`config.mk`:
```
export PLATFORM = sky130hd
export DESIGN_NAME = module_mc_controller
export DESIGN_NICKNAME = d
export VERILOG_FILES = /design/src/rtl/module_mc_controller_pkg.sv /design/src/rtl/module_mc_controller_alu_decoder.sv /design/src/rtl/module_mc_controller.sv
export SDC_FILE = /design/constraint.sdc
export NUM_CORES = 1
export LEC_CHECK = 0
export BUFFER_PORTS_ARGS = -buffer_cell sky130_fd_sc_hd__buf_2
export CAP_MARGIN = 20
export CORE_MARGIN = 2
export CORE_UTILIZATION = 45
export DETAILED_ROUTE_END_ITERATION = 16
export PLACE_DENSITY_LB_ADDON = 0.3
export REMOVE_ABC_BUFFERS = 1
export SLEW_MARGIN = 20
export SYNTH_ARGS = -nofsm -noshare
export SYNTH_HDL_FRONTEND = slang
export SYNTH_SLANG_ARGS = --single-unit
```
`constraint.sdc`:
```
create_clock -name clk_i -period 2.9 [get_ports clk_i]
set_clock_uncertainty 0.1 [all_clocks]
set_input_delay 0.435 -clock clk_i [delete_from_list [all_inputs] [get_ports clk_i]]
set_output_delay 0.435 -clock clk_i [all_outputs]
set_load 0.05 [all_outputs]
```
`src/rtl/module_mc_controller_pkg.sv`:
```
// Shared types and encodings for the multicycle control unit: state enum,
// opcodes, datapath mux encodings and the immediate-format decoder.
package pkg_mc_ctrl;

  typedef enum logic [3:0] {
    S_FETCH    = 4'd0,
    S_DECODE   = 4'd1,
    S_MEMADR   = 4'd2,
    S_MEMREAD  = 4'd3,
    S_MEMWB    = 4'd4,
    S_MEMWRITE = 4'd5,
    S_EXECR    = 4'd6,
    S_ALUWB    = 4'd7,
    S_EXECI    = 4'd8,
    S_JAL      = 4'd9,
    S_BEQ      = 4'd10
  } state_e;

  typedef enum logic [1:0] {
    ALUOP_ADD   = 2'b00,
    ALUOP_SUB   = 2'b01,
    ALUOP_FUNCT = 2'b10
  } alu_op_e;

  localparam logic [6:0] OP_LW  = 7'b0000011;
  localparam logic [6:0] OP_SW  = 7'b0100011;
  localparam logic [6:0] OP_R   = 7'b0110011;
  localparam logic [6:0] OP_I   = 7'b0010011;
  localparam logic [6:0] OP_BEQ = 7'b1100011;
  localparam logic [6:0] OP_JAL = 7'b1101111;

  localparam logic [1:0] RES_ALUOUT    = 2'b00;
  localparam logic [1:0] RES_DATA      = 2'b01;
  localparam logic [1:0] RES_ALURESULT = 2'b10;

  localparam logic [1:0] SRCA_PC    = 2'b00;
  localparam logic [1:0] SRCA_OLDPC = 2'b01;
  localparam logic [1:0] SRCA_A     = 2'b10;

  localparam logic [1:0] SRCB_B    = 2'b00;
  localparam logic [1:0] SRCB_IMM  = 2'b01;
  localparam logic [1:0] SRCB_FOUR = 2'b10;

  localparam logic [2:0] ALU_ADD = 3'b000;
  localparam logic [2:0] ALU_SUB = 3'b001;
  localparam logic [2:0] ALU_AND = 3'b010;
  localparam logic [2:0] ALU_OR  = 3'b011;
  localparam logic [2:0] ALU_SLT = 3'b101;

  localparam logic [1:0] IMM_I = 2'b00;
  localparam logic [1:0] IMM_S = 2'b01;
  localparam logic [1:0] IMM_B = 2'b10;
  localparam logic [1:0] IMM_J = 2'b11;

  function automatic logic [1:0] imm_src_f(input logic [6:0] op);
    logic [1:0] imm;
    case (op)
      OP_SW:   imm = IMM_S;
      OP_BEQ:  imm = IMM_B;
      OP_JAL:  imm = IMM_J;
      default: imm = IMM_I;
    endcase
    return imm;
  endfunction

endpackage

```
`src/rtl/module_mc_controller_alu_decoder.sv`:
```
// ALU operation decoder: maps the FSM's ALUOp plus instruction fields to the
// ALU control code.
module module_alu_decoder
  import pkg_mc_ctrl::*;
(
  input  logic [1:0] alu_op_i,
  input  logic [2:0] funct3_i,
  input  logic       op5_i,
  input  logic       funct7b5_i,
  output logic [2:0] alu_control_o
);

  always_comb begin
    alu_control_o = ALU_ADD;
    case (alu_op_i)
      ALUOP_SUB: alu_control_o = ALU_SUB;
      ALUOP_FUNCT: begin
        case (funct3_i)
          // Only R-type carries a sub; addi with bit 30 set is still an add.
          3'b000:  alu_control_o = (op5_i && funct7b5_i) ? ALU_SUB : ALU_ADD;
          3'b010:  alu_control_o = ALU_SLT;
          3'b110:  alu_control_o = ALU_OR;
          3'b111:  alu_control_o = ALU_AND;
          default: alu_control_o = ALU_ADD;
        endcase
      end
      default: alu_control_o = ALU_ADD;
    endcase
  end

endmodule

```
`src/rtl/module_mc_controller.sv`:
```
// Multicycle RV32I-subset control unit: Moore FSM sequencing each instruction
// plus datapath mux selects and write strobes.
module module_mc_controller
  import pkg_mc_ctrl::*;
(
  input  logic       clk_i,
  input  logic       rst_ni,
  input  logic [6:0] op_i,
  input  logic [2:0] funct3_i,
  input  logic       funct7b5_i,
  input  logic       zero_i,
  output logic       pc_write_o,
  output logic       adr_src_o,
  output logic       mem_write_o,
  output logic       ir_write_o,
  output logic       reg_write_o,
  output logic [1:0] result_src_o,
  output logic [1:0] alu_src_a_o,
  output logic [1:0] alu_src_b_o,
  output logic [2:0] alu_control_o,
  output logic [1:0] imm_src_o,
  output logic       illegal_o,
  output logic [3:0] state_o
);

  state_e  state_q, state_d;
  alu_op_e alu_op;
  logic    pc_update, branch, mem_write, ir_write, reg_write;
  logic    op_legal;

  assign op_legal = (op_i == OP_LW) || (op_i == OP_SW) || (op_i == OP_R) ||
                    (op_i == OP_I) || (op_i == OP_BEQ) || (op_i == OP_JAL);

  always_ff @(posedge clk_i or negedge rst_ni) begin
    if (!rst_ni) state_q <= S_FETCH;
    else         state_q <= state_d;
  end

  always_comb begin
    state_d = S_FETCH;
    case (state_q)
      S_FETCH: state_d = S_DECODE;
      S_DECODE: begin
        case (op_i)
          OP_LW, OP_SW: state_d = S_MEMADR;
          OP_R:         state_d = S_EXECR;
          OP_I:         state_d = S_EXECI;
          OP_BEQ:       state_d = S_BEQ;
          OP_JAL:       state_d = S_JAL;
          default:      state_d = S_FETCH;
        endcase
      end
      S_MEMADR:               state_d = (op_i == OP_SW) ? S_MEMWRITE : S_MEMREAD;
      S_MEMREAD:              state_d = S_MEMWB;
      S_EXECR, S_EXECI, S_JAL: state_d = S_ALUWB;
      default:                state_d = S_FETCH;
    endcase
  end

  always_comb begin
    pc_update    = 1'b0;
    branch       = 1'b0;
    mem_write    = 1'b0;
    ir_write     = 1'b0;
    reg_write    = 1'b0;
    alu_op       = ALUOP_ADD;
    adr_src_o    = 1'b0;
    result_src_o = RES_ALUOUT;
    alu_src_a_o  = SRCA_PC;
    alu_src_b_o  = SRCB_B;
    illegal_o    = 1'b0;
    case (state_q)
      S_FETCH: begin
        ir_write     = 1'b1;
        alu_src_b_o  = SRCB_FOUR;
        result_src_o = RES_ALURESULT;
        pc_update    = 1'b1;
      end
      S_DECODE: begin
        alu_src_a_o = SRCA_OLDPC;
        alu_src_b_o = SRCB_IMM;
        illegal_o   = !op_legal;
      end
      S_MEMADR: begin
        alu_src_a_o = SRCA_A;
        alu_src_b_o = SRCB_IMM;
      end
      S_MEMREAD: adr_src_o = 1'b1;
      S_MEMWRITE: begin
        adr_src_o = 1'b1;
        mem_write = 1'b1;
      end
      S_MEMWB: begin
        result_src_o = RES_DATA;
        reg_write    = 1'b1;
      end
      S_EXECR: begin
        alu_src_a_o = SRCA_A;
        alu_op      = ALUOP_FUNCT;
      end
      S_EXECI: begin
        alu_src_a_o = SRCA_A;
        alu_src_b_o = SRCB_IMM;
        alu_op      = ALUOP_FUNCT;
      end
      S_ALUWB: reg_write = 1'b1;
      S_BEQ: begin
        alu_src_a_o = SRCA_A;
        alu_op      = ALUOP_SUB;
        branch      = 1'b1;
      end
      S_JAL: begin
        alu_src_a_o = SRCA_OLDPC;
        alu_src_b_o = SRCB_FOUR;
        pc_update   = 1'b1;
      end
      default: ;
    endcase
  end

  module_alu_decoder u_alu_decoder (
    .alu_op_i      (alu_op),
    .funct3_i      (funct3_i),
    .op5_i         (op_i[5]),
    .funct7b5_i    (funct7b5_i),
    .alu_control_o (alu_control_o)
  );

  // Strobes are gated by reset so nothing is written while the core is held.
  assign pc_write_o  = rst_ni & (pc_update | (branch & zero_i));
  assign mem_write_o = rst_ni & mem_write;
  assign ir_write_o  = rst_ni & ir_write;
  assign reg_write_o = rst_ni & reg_write;
  assign imm_src_o   = imm_src_f(op_i);
  assign state_o     = state_q;

endmodule

```
==> results of run 1 <==
## metrics by stage
step	power (mW)	cells	worst slack [ps]	hold slack, ps	setup TNS (ps)
after floorplan	0.464	73	-739	39.4	-1890
after global placement	0.578	124	491	165	0
after detailed placement	0.579	124	398	164	0
after CTS	0.646	128	151	462	0
after global routing	0.689	128	43.5	480	0
final	0.640	128	226	467	0
## power breakdown
group / internal, mW / total [mW] / switching (mW) / leakage, nW
logic: 0.126 / 0.475 / 0.350 / 0.349
clock network: 0.0459 / 0.0632 / 0.0174 / 0.0138
registers: 0.0667 / 0.102 / 0.0350 / 0.0531
total: 0.238 / 0.640 / 0.402 / 0.416
## layout make-up
cell class / count / area share [%]
inverters: 6 / 2.85
multi-input cells: 63 / 54.5
flip-flops and latches: 4 / 12.7
clock buffers: 3 / 2.85
well taps: 15 / 2.38
repair buffers: 37 / 24.7
## cells in the final DEF, fill, tap and decap left out, types with 2 or more instances in the layout
cell type and instances:
and2_1 5, clkbuf_4 3, nand2_1 7, nor2_1 6, ha_1 2, nor2b_1 3
o31ai_1 3, nor3_1 2, o21ai_0 4, and3_1 2, nor3b_1 2, buf_4 2
buf_2 34, dfrtp_1 4, nor4_1 3, inv_1 6, xor2_1 3, a21oi_1 3
## logic make-up (layout without fill, tap and decap cells)
family | after synthesis | count (layout) | share of synthesized area, %
fa+ha+maj | 3 | 3 | 6.02
simple gates | 39 | 39 | 39.4
flops | 4 | 4 | 16.6
compound gates | 18 | 18 | 21.2
xor+xnor | 3 | 3 | 4.36
buf+inv | 13 | 46 | 12.4
## how the worst max path moves through the flow
| stage | slack, ps | endpoint | depth (start not counted) | startpoint |
|---|---|---|---|---|
| floorplan | -740 | alu_control_o[2] | 5 | state_o[2] |
| finish | 230 | alu_control_o[2] | 6 | state_o[1] |
| global route | 40 | alu_control_o[0] | 8 | state_o[1] |
| global placement | 490 | alu_control_o[2] | 6 | state_o[1] |
| CTS | 150 | alu_control_o[2] | 6 | state_o[1] |
| detailed placement | 400 | alu_control_o[2] | 6 | state_o[1] |
## metal layers
layer,routed length [µm],up-vias
met3,89,0
li1,-,356
met2,646,29
met1,658,290
met4,0,0
met5,0,-
## synth_stat cells (3+ instances only)
master   number  area, µm²
a21oi_1       3       15.0
and2_1        5       31.3
dfrtp_1       4        100
inv_1         6       22.5
nand2_1       7       26.3
nor2_1        7       26.3
nor2b_1       3       18.8
nor4_1        3       18.8
o21ai_0       4       20.0
o31ai_1       3       22.5
xor2_1        3       26.3
## what timing repair did
action	CTS	global route
hold endpoints to repair	4	0
endpoints found under the setup margin	0	2
resized for setup	0	1
hold buffers	1	0
==> flow_summary.ini, run 1 <==
[routing]
ant_nets = 0
num_vias = 675
avgRoutedWirePerCell_um = 10.9
firstDrtPassIters = 4
viasPerCell = 5.27
drcViolationCount = 0
wirelength_um = 1400
drtIter0Drc = 14

[yosys]
synth_cell_types = 36
async_reset_ff_share_pct = 100
yosysSeqAreaShare_pct = 16.6
synth_ff_type = dfrtp_1
syn-mean-instance-area_um2 = 7.54
synth.cell_area_um2 = 603
ys_seq_elements = 4
netlist_instances = 80
synth_edf_count = 0
yosys_warnings = 0

[layout]
nNetsFinal = 131
num-fill-cells = 120
diodes = 0
area_growth_pct = 30.9
largest_reg_flops = 4
fin_area_um2 = 790
regArea_um2 = 100
drive_above_1_share_pct = 37.2
fin_util_pct = 62.2
multi_input_area_um2 = 430

[worst_setup_path]
cp-end-kind = output port
crit_type = flop to output port
reg2reg_to = state_o[1]
cpPeakStageDelay_ps = 530
worst_setup_path_start_kind = flop
arrival_ps = 2140
crit_buf_inv = 1
crit_slowest_cell = dfrtp_1
worst_ep_required_time_ps = 2370
path_max_fanout = 16
r2r-start = state_o[2]
ff2ff_setup_slack_ps = 1450
crit_chain = nor2_2, nand2_1, a21o_1, ha_1, nor4_1, buf_2
cp_top_family = simple AND/OR/NAND/NOR gates
reg2reg_depth = 3

[die]
io_pins = 35
dieHeight_um = 40.6
initial_utilization_pct = 47.5
dieWidth_um = 40.6
row_count = 13
core_area_um2 = 1270
die-area_um2 = 1650

[placement]
placed_cell_area_um2 = 754
place_hpwl_um = 1130
portBuffers = 34
gp_congestion = 0.768

[hold_path]
hold_class = input pin to asynchronous set/reset pin

[power]
power.density_nw_per_um2 = 811
vdd.ir_drop.worst_mv = 0.431
power_leakage_nw = 0.416

[sta]
relSlewSlack_pct = 69.5
tightest_slew_ps = 458
drv_slew = 0
final_hold_viol_count = 0
finalSetupViolCount = 0
post-route-period-util_pct = 92.2
max_freq_mhz = 374
layout_min_cycle_time_ps = 2670
grt_setup_unrepaired = no

[cts]
numCtsBuffers = 3
cts_tree = done
cts_setup_buffers = 0
clockBufferDepth = 2
cts_max_level = 1
clock-sinks = 4
clkTransAtPathRegs_ps = 30
insertion_delay_ps = 220
root_buffer = clkbuf_4

[grt]
grt_start_max_net_pins = 17
first_global_vias = 553
gr-total-overflow = 0
antenna_found_initial = 0
use_met3_pct = 3.26
use_met1_pct = 24.3
use_met2_pct = 35.3
grt.busiest_layer = met2
track_usage_pct = 19.5
grt_pass1_wl_um = 2210

[outcome]
outcome = complete, no violations

[flow_run]
cap_violations = 0
No activity file was read; power rests on OpenSTA's default activity.
==> run 2, diff against run 1 <==
REMOVE_ABC_BUFFERS = not set   (was 1)
==> flow_summary.ini, run 2 (synthesized netlist as in run 1, its figures left out) <==
[placement]
gp_congestion = 0.869
placed_cell_area_um2 = 779
portBuffers = 34
place_hpwl_um = 1220

[sta]
post-route-period-util_pct = 91.9
layout_min_cycle_time_ps = 2670
final_hold_viol_count = 0
finalSetupViolCount = 0
drv_slew = 0
max_freq_mhz = 375
grt_setup_unrepaired = no
relSlewSlack_pct = 67.3
tightest_slew_ps = 490

[grt]
gr-total-overflow = 0
track_usage_pct = 22.3
antenna_found_initial = 0
use_met2_pct = 37.3
grt.busiest_layer = met2
grt_pass1_wl_um = 2430
use_met1_pct = 28.9
grt_start_max_net_pins = 17
first_global_vias = 549
use_met3_pct = 1.63

[cts]
cts_tree = done
cts_max_level = 1
clock-sinks = 4
clkTransAtPathRegs_ps = 40
insertion_delay_ps = 240
clockBufferDepth = 2
numCtsBuffers = 3
root_buffer = clkbuf_4
cts_setup_buffers = 0

[routing]
drtIter0Drc = 14
avgRoutedWirePerCell_um = 12.1
viasPerCell = 5.29
drcViolationCount = 0
num_vias = 682
firstDrtPassIters = 4
ant_nets = 0
wirelength_um = 1560

[layout]
diodes = 0
fin_util_pct = 64.2
nNetsFinal = 132
final_cell_mix = buf_2, nand2_1, inv_1, nor2_1, and2_1
drive_above_1_share_pct = 40.4
layout_commonest_cell = buf_2
area_growth_pct = 35.1
fin_area_um2 = 815
largest_reg_flops = 4

[worst_setup_path]
worst_ep_required_time_ps = 2370
path_max_fanout = 13
crit_type = flop to output port
cp-end-kind = output port
arrival_ps = 2130
worst_setup_path_start_kind = flop

[outcome]
outcome = complete, no violations

[die]
initial_utilization_pct = 47.5
io_pins = 35
dieWidth_um = 40.6
row_count = 13
core_area_um2 = 1270
dieHeight_um = 40.6
die-area_um2 = 1650

[hold_path]
hold_class = input pin to asynchronous set/reset pin

[power]
power_leakage_nw = 0.426
vdd.ir_drop.worst_mv = 0.509
power.total_uw = 665
power.density_nw_per_um2 = 816

[yosys]
syn-num-nets = 96

[flow_run]
cap_violations = 0
## run 2: worst max-delay path: stages, from the launching register on
cell and delay, ps:
dfrtp_1 640, and2b_1 210, nand2_1 70, a21oi_1 150, ha_1 200, nor2b_1 130, o21ai_0 90, a21oi_1 140
buf_2 270
## run 2: repair_timing
action                                 CTS  global route
setup endpoints to repair                0             1
hold buffers                             1             0
gates resized for setup                  0             1
endpoints found under the hold margin    4             0
## run 2: area by class of cell
| class | count | area, µm² |
|---|---|---|
| multi-input combinational | 63 | 448 |
| fill | 126 | 454 |
| inverter | 6 | 22.5 |
| timing repair buffer | 38 | 203 |
| sequential | 4 | 100 |
| tap | 15 | 18.8 |
| clock buffer | 3 | 22.5 |
## run 2: path summary, 6_finish.rpt
check	start	to	slack (ps)	depth (start not counted)
max in group asynchronous	rst_ni	state_o[2]	2100	2
worst min-delay path	rst_ni	state_o[1]	450	2
min in group clk_i	op_i[6]	state_o[0]	480	3
worst min register to register	state_o[1]	state_o[2]	640	2
worst max-delay path	state_o[2]	alu_control_o[0]	230	8
worst max register to register	state_o[2]	state_o[1]	1460	3
## run 2: power breakdown
| group | leakage (nW) | total [mW] | switching [mW] | internal, mW |
|---|---|---|---|---|
| registers | 0.0531 | 0.0854 | 0.0185 | 0.0670 |
| logic | 0.359 | 0.509 | 0.378 | 0.132 |
| clock network | 0.0138 | 0.0701 | 0.0237 | 0.0464 |
## run 2: metrics by stage
| step | std cells | TNS, ps | setup WS, ps | hold slack [ps] |
|---|---|---|---|---|
| 6_report | 129 | 0 | 234 | 447 |
| 5_1_grt | 129 | 0 | 20.1 | 456 |
| 4_1_cts | 129 | 0 | 174 | 452 |
| 3_5_place_dp | 125 | 0 | 446 | 173 |
| 3_3_place_gp | 125 | 0 | 507 | 167 |
| 2_1_floorplan | 80 | -355 | -172 | 39.4 |
## run 2: routing by layer
layer	share of wire, %	wire length [µm]
met2	48	747
met3	6.0	94
met4	0.83	13
met1	45	708
met5	0	0
==> run 3, diff against run 2 <==
CORE_UTILIZATION = 42   (was 45)
clock period = 2.96 ns   (was 2.9 ns; I/O delays follow)
==> flow_summary.ini, run 3 (synthesized netlist as in run 1, its figures left out) <==
[die]
core_area_um2 = 1320
row_count = 13
io_pins = 35
initial_utilization_pct = 45.8
dieHeight_um = 41.9
die-area_um2 = 1760
dieWidth_um = 41.9

[worst_setup_path]
cp-end-kind = output port
cpPeakStageDelay_ps = 540
arrival_ps = 2190
crit_type = flop to output port
worst_setup_path_start_kind = flop
worst_ep_required_time_ps = 2420
path_max_fanout = 13
crit_path_frequent_cell = a21oi_1
crit_chain = nor2_1, nand2_1, a21oi_1, ha_1, nor2b_1, o21ai_0, a21oi_1, buf_2
crit_slowest_cell = dfrtp_1

[grt]
track_usage_pct = 19.0
grt_pass1_wl_um = 2590
antenna_found_initial = 0
first_global_vias = 597
gr-total-overflow = 0
grt_start_max_net_pins = 14

[cts]
cts_max_level = 1
insertion_delay_ps = 240
clock-sinks = 4
clkTransAtPathRegs_ps = 40
hold_buffers = 1
numCtsBuffers = 3
clockBufferDepth = 2
ctsResizeCount = 0
root_buffer = clkbuf_4
cts_tree = done
cts_setup_buffers = 0

[placement]
gp_congestion = 0.823
placed_cell_area_um2 = 772
place_hpwl_um = 1210
portBuffers = 34

[sta]
final_hold_viol_count = 0
finalSetupViolCount = 0
drv_slew = 0
relSlewSlack_pct = 69.0
max_freq_mhz = 365
tightest_slew_ps = 466
layout_min_cycle_time_ps = 2740
post-route-period-util_pct = 92.4
finalSetupTns_ps = 0
grt_setup_unrepaired = no

[hold_path]
hold_class = input pin to asynchronous set/reset pin

[layout]
layout_commonest_cell = buf_2
final_cell_mix = buf_2, nor2_1, nand2_1, inv_1, and2_1
drive_above_1_share_pct = 38.9
regArea_um2 = 100
num-fill-cells = 140
fin_util_pct = 61.1
fin_area_um2 = 805
largest_reg_flops = 4
diodes = 0
area_growth_pct = 33.4
multi_input_area_um2 = 445
nNetsFinal = 131

[outcome]
outcome = complete, no violations

[flow_run]
cap_violations = 0

[routing]
ant_nets = 0
drcViolationCount = 0
avgRoutedWirePerCell_um = 12.2
firstDrtPassIters = 4
viasPerCell = 5.35
drtIter0Drc = 21
wirelength_um = 1560
num_vias = 685

[power]
vdd.ir_drop.worst_mv = 0.430
power_leakage_nw = 0.419
power.density_nw_per_um2 = 809

[yosys]
syn-num-nets = 96
-- run 3: worst max-delay path: cells and delay by family (launching register included) --
kind / cells / cell delay (ps)
AND/OR/NAND/NOR: 3 / 540
buffers and inverters: 1 / 270
flip-flops: 1 / 540
AO/OA/AOI/OAI: 3 / 390
adder cells (fa/ha/maj): 1 / 200
-- run 3: area by class of cell --
type / count / area share, %
Inverter: 6 / 2.80
Clock buffer: 3 / 2.80
Sequential cell: 4 / 12.4
Tap cell: 15 / 2.33
Multi-Input combinational cell: 63 / 55.4
Timing Repair Buffer: 37 / 24.3
-- run 3: worst paths after layout --
path	startpoint	end	slack (ps)	cells past startpoint
max	state_o[2]	alu_control_o[0]	220	8
min	rst_ni	state_o[2]	470	2
max reg2reg	state_o[0]	state_o[3]	1460	4
min reg2reg	state_o[1]	state_o[2]	640	2
max in group asynchronous	rst_ni	state_o[1]	2120	2
min in group clk_i	op_i[6]	state_o[0]	480	3
-- run 3: layer usage --
layer | vias up | part of all wire [%] | GRT usage [%]
met5 | - | 0 | 0
li1 | 351 | - | -
met3 | 0 | 5.7 | 2.61
met4 | 0 | 0 | 7.74
met2 | 29 | 52 | 33.1
met1 | 305 | 43 | 23.0
-- run 3: where the power goes --
group / total, mW / internal, mW / switching (mW)
Clock: 0.0709 / 0.0456 / 0.0253
Sequential: 0.0969 / 0.0653 / 0.0316
Combinational: 0.483 / 0.128 / 0.355
-- run 3: through the flow --
step                      std cells  hold WS, ps  total power [mW]  worst slack (ps)
after floorplan                  80         48.4             0.491              -121
after global placement          124          175             0.575               562
after detailed placement        124          181             0.580               505
after CTS                       128          462             0.654               216
after global routing            128          490             0.689              43.3
final                           128          474             0.651               224
